## src/rtl/dram_pkg.sv

```systemverilog
// Shared types and widths for the DRAM responder.
// Line, address and memory-beat widths are fixed here for the whole build.
package dram_pkg;

  localparam int ADDR_W = 27;
  localparam int LINE_W = 128;
  localparam int MEM_W  = 32;
  localparam int BEATS  = LINE_W / MEM_W;
  localparam int BEAT_W = (BEATS > 1) ? $clog2(BEATS) : 1;

  typedef struct packed {
    logic              we;
    logic [ADDR_W-1:0] addr;
    logic [LINE_W-1:0] data;
  } dram_req_t;

  typedef logic [LINE_W-1:0] dram_rsp_t;

  typedef enum logic [2:0] {
    ST_IDLE,
    ST_WR,
    ST_RD_ISSUE,
    ST_RD_WAIT,
    ST_RSP
  } dram_state_t;

endpackage

```

## src/rtl/dram_rd_collect.sv

```systemverilog
// Read-return collector: tags each issued read beat through a MEM_LAT-deep
// valid pipe, drops the returning beats into their slots of the line and
// flags the capture of the final beat.
module dram_rd_collect
  import dram_pkg::*;
#(
  parameter int MEM_LAT = 2
) (
  input  logic              clk,
  input  logic              rst,
  input  logic              i_clear,
  input  logic              i_issue,
  input  logic [MEM_W-1:0]  i_rdata,
  output logic [LINE_W-1:0] o_line,
  output logic              o_done
);

  logic [MEM_LAT-1:0] r_vld;
  logic [BEAT_W-1:0]  r_idx;
  logic [LINE_W-1:0]  r_line;
  logic               w_cap;

  assign w_cap  = r_vld[MEM_LAT-1];
  assign o_done = w_cap && (r_idx == BEAT_W'(BEATS - 1));
  assign o_line = r_line;

  // Valid pipe: a beat issued at edge Ei is captured at edge E(i+MEM_LAT).
  always_ff @(posedge clk or posedge rst) begin
    if (rst) begin
      r_vld <= '0;
    end else begin
      r_vld[0] <= i_issue;
      for (int k = 1; k < MEM_LAT; k++) begin
        r_vld[k] <= r_vld[k-1];
      end
    end
  end

  // Return beat index: restarts per line, saturates on the last slot.
  always_ff @(posedge clk or posedge rst) begin
    if (rst) begin
      r_idx <= '0;
    end else if (i_clear) begin
      r_idx <= '0;
    end else if (w_cap && (r_idx != BEAT_W'(BEATS - 1))) begin
      r_idx <= r_idx + 1'b1;
    end
  end

  // Line assembly: every tagged return overwrites its own beat slot.
  always_ff @(posedge clk or posedge rst) begin
    if (rst) begin
      r_line <= '0;
    end else if (w_cap) begin
      r_line[int'(r_idx)*MEM_W +: MEM_W] <= i_rdata;
    end
  end

endmodule

```

## src/rtl/dram_responder.sv

```systemverilog
// DRAM link slave endpoint: pops line requests from an FWFT request FIFO,
// serialises them into memory beats and returns read lines to the response
// FIFO. Optional feature macro: DRAM_RESPONDER_WRITE_ACK_EN (when defined,
// writes also push an all-zero response line; otherwise writes are posted).
module dram_responder
  import dram_pkg::*;
#(
  parameter int MEM_LAT = 2
) (
  input  logic                     clk,
  input  logic                     rst,
  input  logic [1+ADDR_W+LINE_W-1:0] req,
  input  logic                     req_en,
  output logic                     req_rdy,
  output logic [LINE_W-1:0]        rsp,
  output logic                     rsp_en,
  input  logic                     rsp_rdy,
  output logic                     mem_en,
  output logic                     mem_we,
  output logic [ADDR_W+BEAT_W-1:0] mem_addr,
  output logic [MEM_W-1:0]         mem_wdata,
  input  logic [MEM_W-1:0]         mem_rdata
);

  dram_state_t       r_state;
  dram_state_t       w_state_nxt;
  dram_req_t         w_req;
  logic [ADDR_W-1:0] r_addr;
  logic [LINE_W-1:0] r_data;
  logic [BEAT_W-1:0] r_beat;
  logic              w_accept;
  logic              w_last;
  logic              w_issue;
  logic              w_rd_start;
  logic              w_done;
  dram_rsp_t         w_line;

  assign w_req      = req;
  assign w_last     = (r_beat == BEAT_W'(BEATS - 1));
  assign w_issue    = (r_state == ST_RD_ISSUE);
  assign w_rd_start = w_accept && !w_req.we;

  assign mem_addr  = {r_addr, r_beat};
  assign mem_wdata = r_data[int'(r_beat)*MEM_W +: MEM_W];

  // State register.
  always_ff @(posedge clk or posedge rst) begin
    if (rst) begin
      r_state <= ST_IDLE;
    end else begin
      r_state <= w_state_nxt;
    end
  end

  // Next state and control outputs.
  always_comb begin
    w_state_nxt = r_state;
    w_accept    = 1'b0;
    req_rdy     = 1'b0;
    rsp_en      = 1'b0;
    mem_en      = 1'b0;
    mem_we      = 1'b0;
    case (r_state)
      ST_IDLE: begin
        req_rdy = 1'b1;
        if (req_en) begin
          w_accept    = 1'b1;
          w_state_nxt = w_req.we ? ST_WR : ST_RD_ISSUE;
        end
      end
      ST_WR: begin
        mem_en = 1'b1;
        mem_we = 1'b1;
        if (w_last) begin
`ifdef DRAM_RESPONDER_WRITE_ACK_EN
          w_state_nxt = ST_RSP;
`else
          w_state_nxt = ST_IDLE;
`endif
        end
      end
      ST_RD_ISSUE: begin
        mem_en = 1'b1;
        if (w_last) begin
          w_state_nxt = ST_RD_WAIT;
        end
      end
      ST_RD_WAIT: begin
        if (w_done) begin
          w_state_nxt = ST_RSP;
        end
      end
      ST_RSP: begin
        rsp_en = 1'b1;
        if (rsp_rdy) begin
          w_state_nxt = ST_IDLE;
        end
      end
      default: w_state_nxt = ST_IDLE;
    endcase
  end

  // Issue beat counter: one beat per cycle, held at the last beat afterwards.
  always_ff @(posedge clk or posedge rst) begin
    if (rst) begin
      r_beat <= '0;
    end else if (w_accept) begin
      r_beat <= '0;
    end else if ((r_state == ST_WR || r_state == ST_RD_ISSUE) && !w_last) begin
      r_beat <= r_beat + 1'b1;
    end
  end

  // Request payload latch on pop.
  always_ff @(posedge clk) begin
    if (w_accept) begin
      r_addr <= w_req.addr;
      r_data <= w_req.data;
    end
  end

`ifdef DRAM_RESPONDER_WRITE_ACK_EN
  logic r_we;

  // Remembers whether the pending response acknowledges a write.
  always_ff @(posedge clk or posedge rst) begin
    if (rst) begin
      r_we <= 1'b0;
    end else if (w_accept) begin
      r_we <= w_req.we;
    end
  end

  assign rsp = r_we ? '0 : w_line;
`else
  assign rsp = w_line;
`endif

  dram_rd_collect #(
    .MEM_LAT (MEM_LAT)
  ) u_collect (
    .clk     (clk),
    .rst     (rst),
    .i_clear (w_rd_start),
    .i_issue (w_issue),
    .i_rdata (mem_rdata),
    .o_line  (w_line),
    .o_done  (w_done)
  );

endmodule

```

## config.mk

```make
export PLATFORM = sky130hd
export DESIGN_NAME = dram_responder
export DESIGN_NICKNAME = d
export VERILOG_FILES = /design/src/rtl/dram_pkg.sv /design/src/rtl/dram_rd_collect.sv /design/src/rtl/dram_responder.sv
export SDC_FILE = /design/constraint.sdc
export NUM_CORES = 1
export LEC_CHECK = 0
export ABC_AREA = 1
export CELL_PAD_IN_SITES_DETAIL_PLACEMENT = 1
export CELL_PAD_IN_SITES_GLOBAL_PLACEMENT = 1
export CORE_MARGIN = 4
export CORE_UTILIZATION = 38
export CTS_BUF_LIST = sky130_fd_sc_hd__clkbuf_8
export DETAILED_ROUTE_END_ITERATION = 12
export GPL_ROUTABILITY_DRIVEN = 0
export PLACE_DENSITY_LB_ADDON = 0.1
export SKIP_CTS_REPAIR_TIMING = 1
export SYNTH_ARGS = -nofsm -noshare
export SYNTH_HDL_FRONTEND = slang
export SYNTH_SLANG_ARGS = --single-unit
export TNS_END_PERCENT = 10
```

## constraint.sdc

```tcl
create_clock -name clk -period 8.5 [get_ports clk]
set_clock_uncertainty 0.1 [all_clocks]
set_input_delay 1.7 -clock clk [delete_from_list [all_inputs] [get_ports clk]]
set_output_delay 1.7 -clock clk [all_outputs]
set_load 0.01 [all_outputs]
```

==> impl_results.md, run 1 <==
- Status: completed
- Post-DR wirelength/cell: 20.5 um
- DRT Wirelength: 35500 um
- Synth area leader: edfxtp_1
- Number of routed nets with antenna violations: 0
- Top cells by area, synth: edfxtp_1 42%, dfrtp_1 31%, nand2_1 7.2%, o21ai_0 6.2%, nor2_1 2.5%
- Leakage power: ~6.3 nW
- Detailed Place HPWL: 24700 um
- # setup viols final: 0
- Clock latency on the worst-skew pair: 0.57 ns
- Starting DRT DRC Count: approximately 560
- CTS tree: yes
- Comb pwr share: 0.394
- Remaining DRCs: 0
- CP max stage delay: 0.61 ns
- Root Driver: clkbuf_8
- Initial antenna violation count: 6
- Minimum clock period: ~4.4 ns
- Vias per cell: 4.94
- Worst Min Path Start: u_collect.r_vld[0]
- Worst-margin pin slew: 1.00 ns
- Initial DRT Pass Iterations: 4
- Fraction of layout cells with a size suffix above 1: 0.0889
- Buf/Inv on CP: 2
- CP Max Fanout: 66
- Core area: ~0.029 mm^2
- Switching share of power: 0.356
- Rows: between 60 and 70
- WHS Path Cells: 0
- CP Cell Sequence: buf_4 -> o21ai_0 -> o22ai_1 -> clkdlybuf4s50_1
- Worst vdd ir: roughly 170 uV
- Clock transition at the registers of the reported paths: 0.06 ns
- Yosys reg bits: 292
- Largest net degree at the start of global routing: 80
- Vias in the first global route: 9204
- Syn. warnings: 0
- Cell-internal power: roughly 3.5 mW
- Fmax: 0.225 GHz
- Grt ovf: 0
- Reg2Reg Depth: 8
- Max-cap violation count: 0
- PwrDens: 339 mW/mm^2
- Crit path capture type: output pin
- Fillers: 2945
- Die area: 0.0318 mm^2
- Starting density of the core: 0.385
- Placed insts: 1633
- Die width: 178 um
- Reg power frac: 0.385
- Post-route insts no fill: 1727
- Netlist cell types: 23
- I/O Pins: 385
- First-pass GRT wire length: approximately 53000 um
- Syn avg cell area: approximately 12 um^2
- Period utilization: 0.523
- Worst Setup Start Kind: flip-flop
- Clk buf depth: 3
- Seq/Total Area, Yosys: 0.733
- FF-to-FF Start: u_collect.r_idx[0]
- Max-slew headroom: 0.332
- Die height: 178 um
- Slew Viols, Final: 0
- Worst Hold Class: flip-flop to flip-flop
- Total CTS buffers: 51
- Area share of the largest cell type after synthesis: 0.422
- Num Clock Sinks: between 200 and 300
- R2r setup slk: 5.47 ns
- Post-Syn Area: 0.0110 mm^2
- Most frequent cells in the layout: 384 x clkdlybuf4s50_1, 211 x nand2_1, 155 x edfxtp_1, 137 x o21ai_0, 136 x dfrtp_1
- Final #Nets: 1500
- Crit path max-delay family: buffers and inverters
- Final Hold Vio Count: 0
- Gr usage total: 0.219
- Via count: 8527
- Psw: 1.95 mW
- Clock network fraction of total power: 0.220
- Post-Syn Nets: 1103
- I/O Buffers: 384
- WP data arrival: 2.64 ns
- Required @ worst endpoint: 6.70 ns
- Syn Inst Count: 905
- Commonest non-fill, non-tap cell in the layout: clkdlybuf4s50_1
- Setup TNS Final: 0 ns
- Worst Hold Path EP: u_collect.r_vld[1]
- FF-to-FF End: u_collect.o_line[28]
- Crit path kind: flip-flop to output pin
- P&R area growth vs syn: 46.9%
- Unrepaired setup endpoints after global routing: false
- Crit path max-delay cell type: clkdlybuf4s50_1
- # H-tree levels: 2
==> worst max-delay path by stage <==
stage / start / endpoint / slack [ns] / depth (start not counted)
after global placement: req_en / r_data[27] / 4.20 / 4
after detailed placement: req_en / r_addr[10] / 4.13 / 4
after floorplan: rst / r_beat[0] / 3.03 / 1
final: r_beat[0] / mem_wdata[30] / 4.06 / 4
after CTS: r_beat[0] / mem_wdata[30] / 3.98 / 4
after global routing: r_beat[0] / mem_wdata[30] / 3.89 / 5
==> kinds of logic after synthesis <==
family / count (synthesis) / share of synthesized area
AND/OR/NAND/NOR: 300 / 0.105
flip-flops: 292 / 0.733
adder cells (fa/ha/maj): 6 / 0.00681
AO/OA/AOI/OAI: 230 / 0.125
buffers and inverters: 76 / 0.0294
XOR/XNOR: 1 / 0.000795
==> sequential cells by signal (all words and copies together), names as in the netlist <==
| name | count |
|---|---|
| r_addr | 27 |
| r_beat | 2 |
| r_data | 128 |
| r_state | 3 |
| u_collect.o_line | 128 |
| u_collect.r_idx | 2 |
| u_collect.r_vld | 2 |
==> through the flow <==
step	total power [mW]	setup slack [ns]	util	hold slack, ns	instance area (um^2)
3_3_place_gp	4.27	4.20	0.532	0.233	15200
6_report	5.48	4.06	0.566	0.257	16200
5_1_grt	5.84	3.89	0.565	0.273	16200
2_1_floorplan	3.13	3.03	-	0.231	11000
3_5_place_dp	4.33	4.13	0.532	0.236	15200
4_1_cts	5.56	3.98	0.565	0.257	16200
==> layer usage <==
metal	track usage	routed length [um]
met1	0.253	13400
met2	0.383	18100
met3	0.0795	3190
met4	0.0630	799
met5	0	46
==> layout make-up <==
cell class	count	area, um^2	share of cell area
diodes	4	10.0	0.000618
clock buffers	60	826	0.0510
clock inverters	30	130	0.00804
inverters	21	88.8	0.00549
multi-input cells	537	2620	0.162
flip-flops and latches	292	8080	0.499
well taps	384	480	0.0297
repair buffers	399	3960	0.244
==> synth_stat cells <==
| master | number |
|---|---|
| clkinv_1 | 1 |
| o21ai_0 | 137 |
| clkbuf_1 | 38 |
| or3_4 | 1 |
| buf_4 | 1 |
| o31ai_1 | 30 |
| buf_1 | 3 |
| o22ai_1 | 32 |
| buf_2 | 10 |
| edfxtp_1 | 155 |
| dfrtp_1 | 137 |
| nand4_1 | 1 |
| nand2_1 | 211 |
| nand2_2 | 1 |
| ha_1 | 6 |
| inv_1 | 20 |
| nor2_1 | 74 |
| o21ai_2 | 30 |
| nor3_1 | 1 |
| buf_6 | 3 |
| nand3_1 | 11 |
| xor2_1 | 1 |
| a21oi_1 | 1 |
==> worst register-to-register path: stages, from the launching register on <==
cell and delay, ns:
dfrtp_1 0.32, buf_4 0.41, clkinv_1 0.15, buf_4 0.29, ha_1 0.38, inv_1 0.10
nand4_1 0.53, buf_4 0.45, o21ai_0 0.20
==> power groups by stage <==
stage / clock network [mW] / logic [mW] / registers (mW)
finish: 1.21 / 2.16 / 2.11
floorplan: 0 / 0.884 / 2.25
CTS: 1.24 / 2.20 / 2.12
detailed placement: 0 / 2.19 / 2.14
global placement: 0 / 2.14 / 2.12
global route: 1.31 / 2.36 / 2.16
No activity file was read; power rests on OpenSTA's default activity.
==> run 2: changes to the inputs <==
--- a/config.mk
+++ b/config.mk
@@ -9,7 +9,7 @@
 export CELL_PAD_IN_SITES_DETAIL_PLACEMENT = 1
 export CELL_PAD_IN_SITES_GLOBAL_PLACEMENT = 1
 export CORE_MARGIN = 4
-export CORE_UTILIZATION = 38
+export CORE_UTILIZATION = 36
 export CTS_BUF_LIST = sky130_fd_sc_hd__clkbuf_8
 export DETAILED_ROUTE_END_ITERATION = 12
 export GPL_ROUTABILITY_DRIVEN = 0
==> constraint.sdc (replaced) <==
create_clock -name clk -period 4.5 [get_ports clk]
set_clock_uncertainty 0.1 [all_clocks]
set_input_delay 0.9 -clock clk [delete_from_list [all_inputs] [get_ports clk]]
set_output_delay 0.9 -clock clk [all_outputs]
set_load 0.01 [all_outputs]
==> impl_results.md, run 2 (synthesis results as in run 1) <==
- Num Clock Sinks: 292
- Die height: ~180 um
- Final Hold Vio Count: 0
- Status: completed
- Setup TNS Final: 0 ns
- Slew Viols, Final: 0
- Remaining DRCs: 0
- Max-slew headroom: 0.449
- Placed insts: 1642
- Pre-CTS setup slack: 1.33 ns
- Largest net degree at the start of global routing: roughly 100
- Design Power: between 10 and 15 mW
- # setup viols final: 0
- Crit path kind: flip-flop to output pin
- Via count: 8534
- Required @ worst endpoint: between 3 and 4 ns
- Post-DR wirelength/cell: 20.4 um
- Period utilization: 0.833
- Final #Nets: about 1500
- Clk buf depth: 3
- PwrDens: roughly 640 mW/mm^2
- Root Driver: clkbuf_8
- Leakage power: ~6.4 nW
- Most frequent cells in the layout: 384 x clkdlybuf4s50_1, 211 x nand2_1, 155 x edfxtp_1, 137 x o21ai_0, 136 x dfrtp_1
- # H-tree levels: 2
- I/O Pins: 385
- CP Max Fanout: 33
- Starting DRT DRC Count: roughly 520
- P&R area growth vs syn: 47.3%
- Clock transition at the registers of the reported paths: 0.06 ns
- Crit path capture type: output pin
- Total CTS buffers: 50
- Worst hold slack: 0.256 ns
- Worst Setup Start Kind: flip-flop
- Die area: between 0.03 and 0.04 mm^2
- Worst vdd ir: 321 uV
- Rows: 63
- Vias in the first global route: 9205
- Placed cell areas: 0.0153 mm^2
- Max-cap violation count: 0
- First-pass GRT wire length: 53500 um
- Commonest non-fill, non-tap cell in the layout: clkdlybuf4s50_1
- Core area: around 0.03 mm^2
- Vias per cell: slightly below 5
- WP data arrival: 2.75 ns
- Final core utilization: 0.542
- Detailed Place HPWL: approximately 25000 um
- Reg area: 0.00808 mm^2
- Clock latency on the worst-skew pair: 0.57 ns
- Design Area, Final: 0.0162 mm^2
- Gr usage total: 0.204
- Initial antenna violation count: 3
- Grt ovf: 0
- Post-route insts no fill: 1730
- DRT Wirelength: 35400 um
- Minimum clock period: roughly 3.7 ns
- Initial DRT Pass Iterations: 4
- Number of routed nets with antenna violations: 0
- Unrepaired setup endpoints after global routing: false
- Fmax: 0.267 GHz
- Fillers: between 3000 and 4000
- Die width: between 150 and 200 um
- Fraction of layout cells with a size suffix above 1: 0.0874
- Starting density of the core: 0.368
- I/O Buffers: between 300 and 400
- Worst-margin pin slew: 0.824 ns
- Multi-input gate area: between 0.002 and 0.003 mm^2
- Worst Hold Class: flip-flop to flip-flop
- Slack of the critical path: 0.751 ns
- CTS tree: yes
==> run 2: cell types whose count changed in the layout (fill, tap and decap cells not counted), sizes merged <==
cell    delta
clkinv     -8
inv        +6
buf        +3
clkbuf     -3
diode      -2
bufinv     +1
==> run 2: final cells by class <==
type | instances | share of cell area
Antenna cell | 2 | 0.000308
Clock buffer | 57 | 0.0483
Clock inverter | 29 | 0.00925
Inverter | 21 | 0.00540
Multi-Input combinational cell | 537 | 0.161
Sequential cell | 292 | 0.498
Tap cell | 390 | 0.0301
Timing Repair Buffer | 402 | 0.247
==> run 2: path summary, 6_finish.rpt <==
kind | startpoint | end | slack (ns) | cells past startpoint
worst min-delay path | u_collect.r_vld[0] | u_collect.r_vld[1] | 0.26 | 0
worst min register to register | u_collect.r_vld[0] | u_collect.r_vld[1] | 0.26 | 0
worst max register to register | u_collect.r_idx[0] | u_collect.o_line[125] | 1.38 | 5
worst max-delay path | r_beat[1] | mem_wdata[2] | 0.75 | 5
min in group asynchronous | rst | u_collect.o_line[103] | 0.49 | 2
max in group asynchronous | rst | u_collect.o_line[22] | 3.01 | 3
==> run 2: routing by layer <==
layer | vias to the layer above | track usage | share of wire | wire, um
met3 | 60 | 0.0656 | 0.080 | 2830
met1 | 4206 | 0.245 | 0.40 | 14000
met2 | 294 | 0.354 | 0.50 | 17600
met4 | 2 | 0.0599 | 0.026 | 907
li1 | 3972 | - | - | -
met5 | - | 0 | 0.00031 | 11
==> run 2: critical path: stages, from the launching register on <==
cell             delay [ns]
dfrtp_1                0.63
inv_1                  0.16
buf_4                  0.37
o21ai_0                0.19
o22ai_1                0.23
clkdlybuf4s50_1        0.58
==> run 2: where the power goes <==
group | leakage [nW] | switching, mW | internal (mW)
Combinational | 2.56 | 2.25 | 1.84
Sequential | 3.27 | 0.349 | 3.65
Clock | 0.540 | 1.05 | 1.21
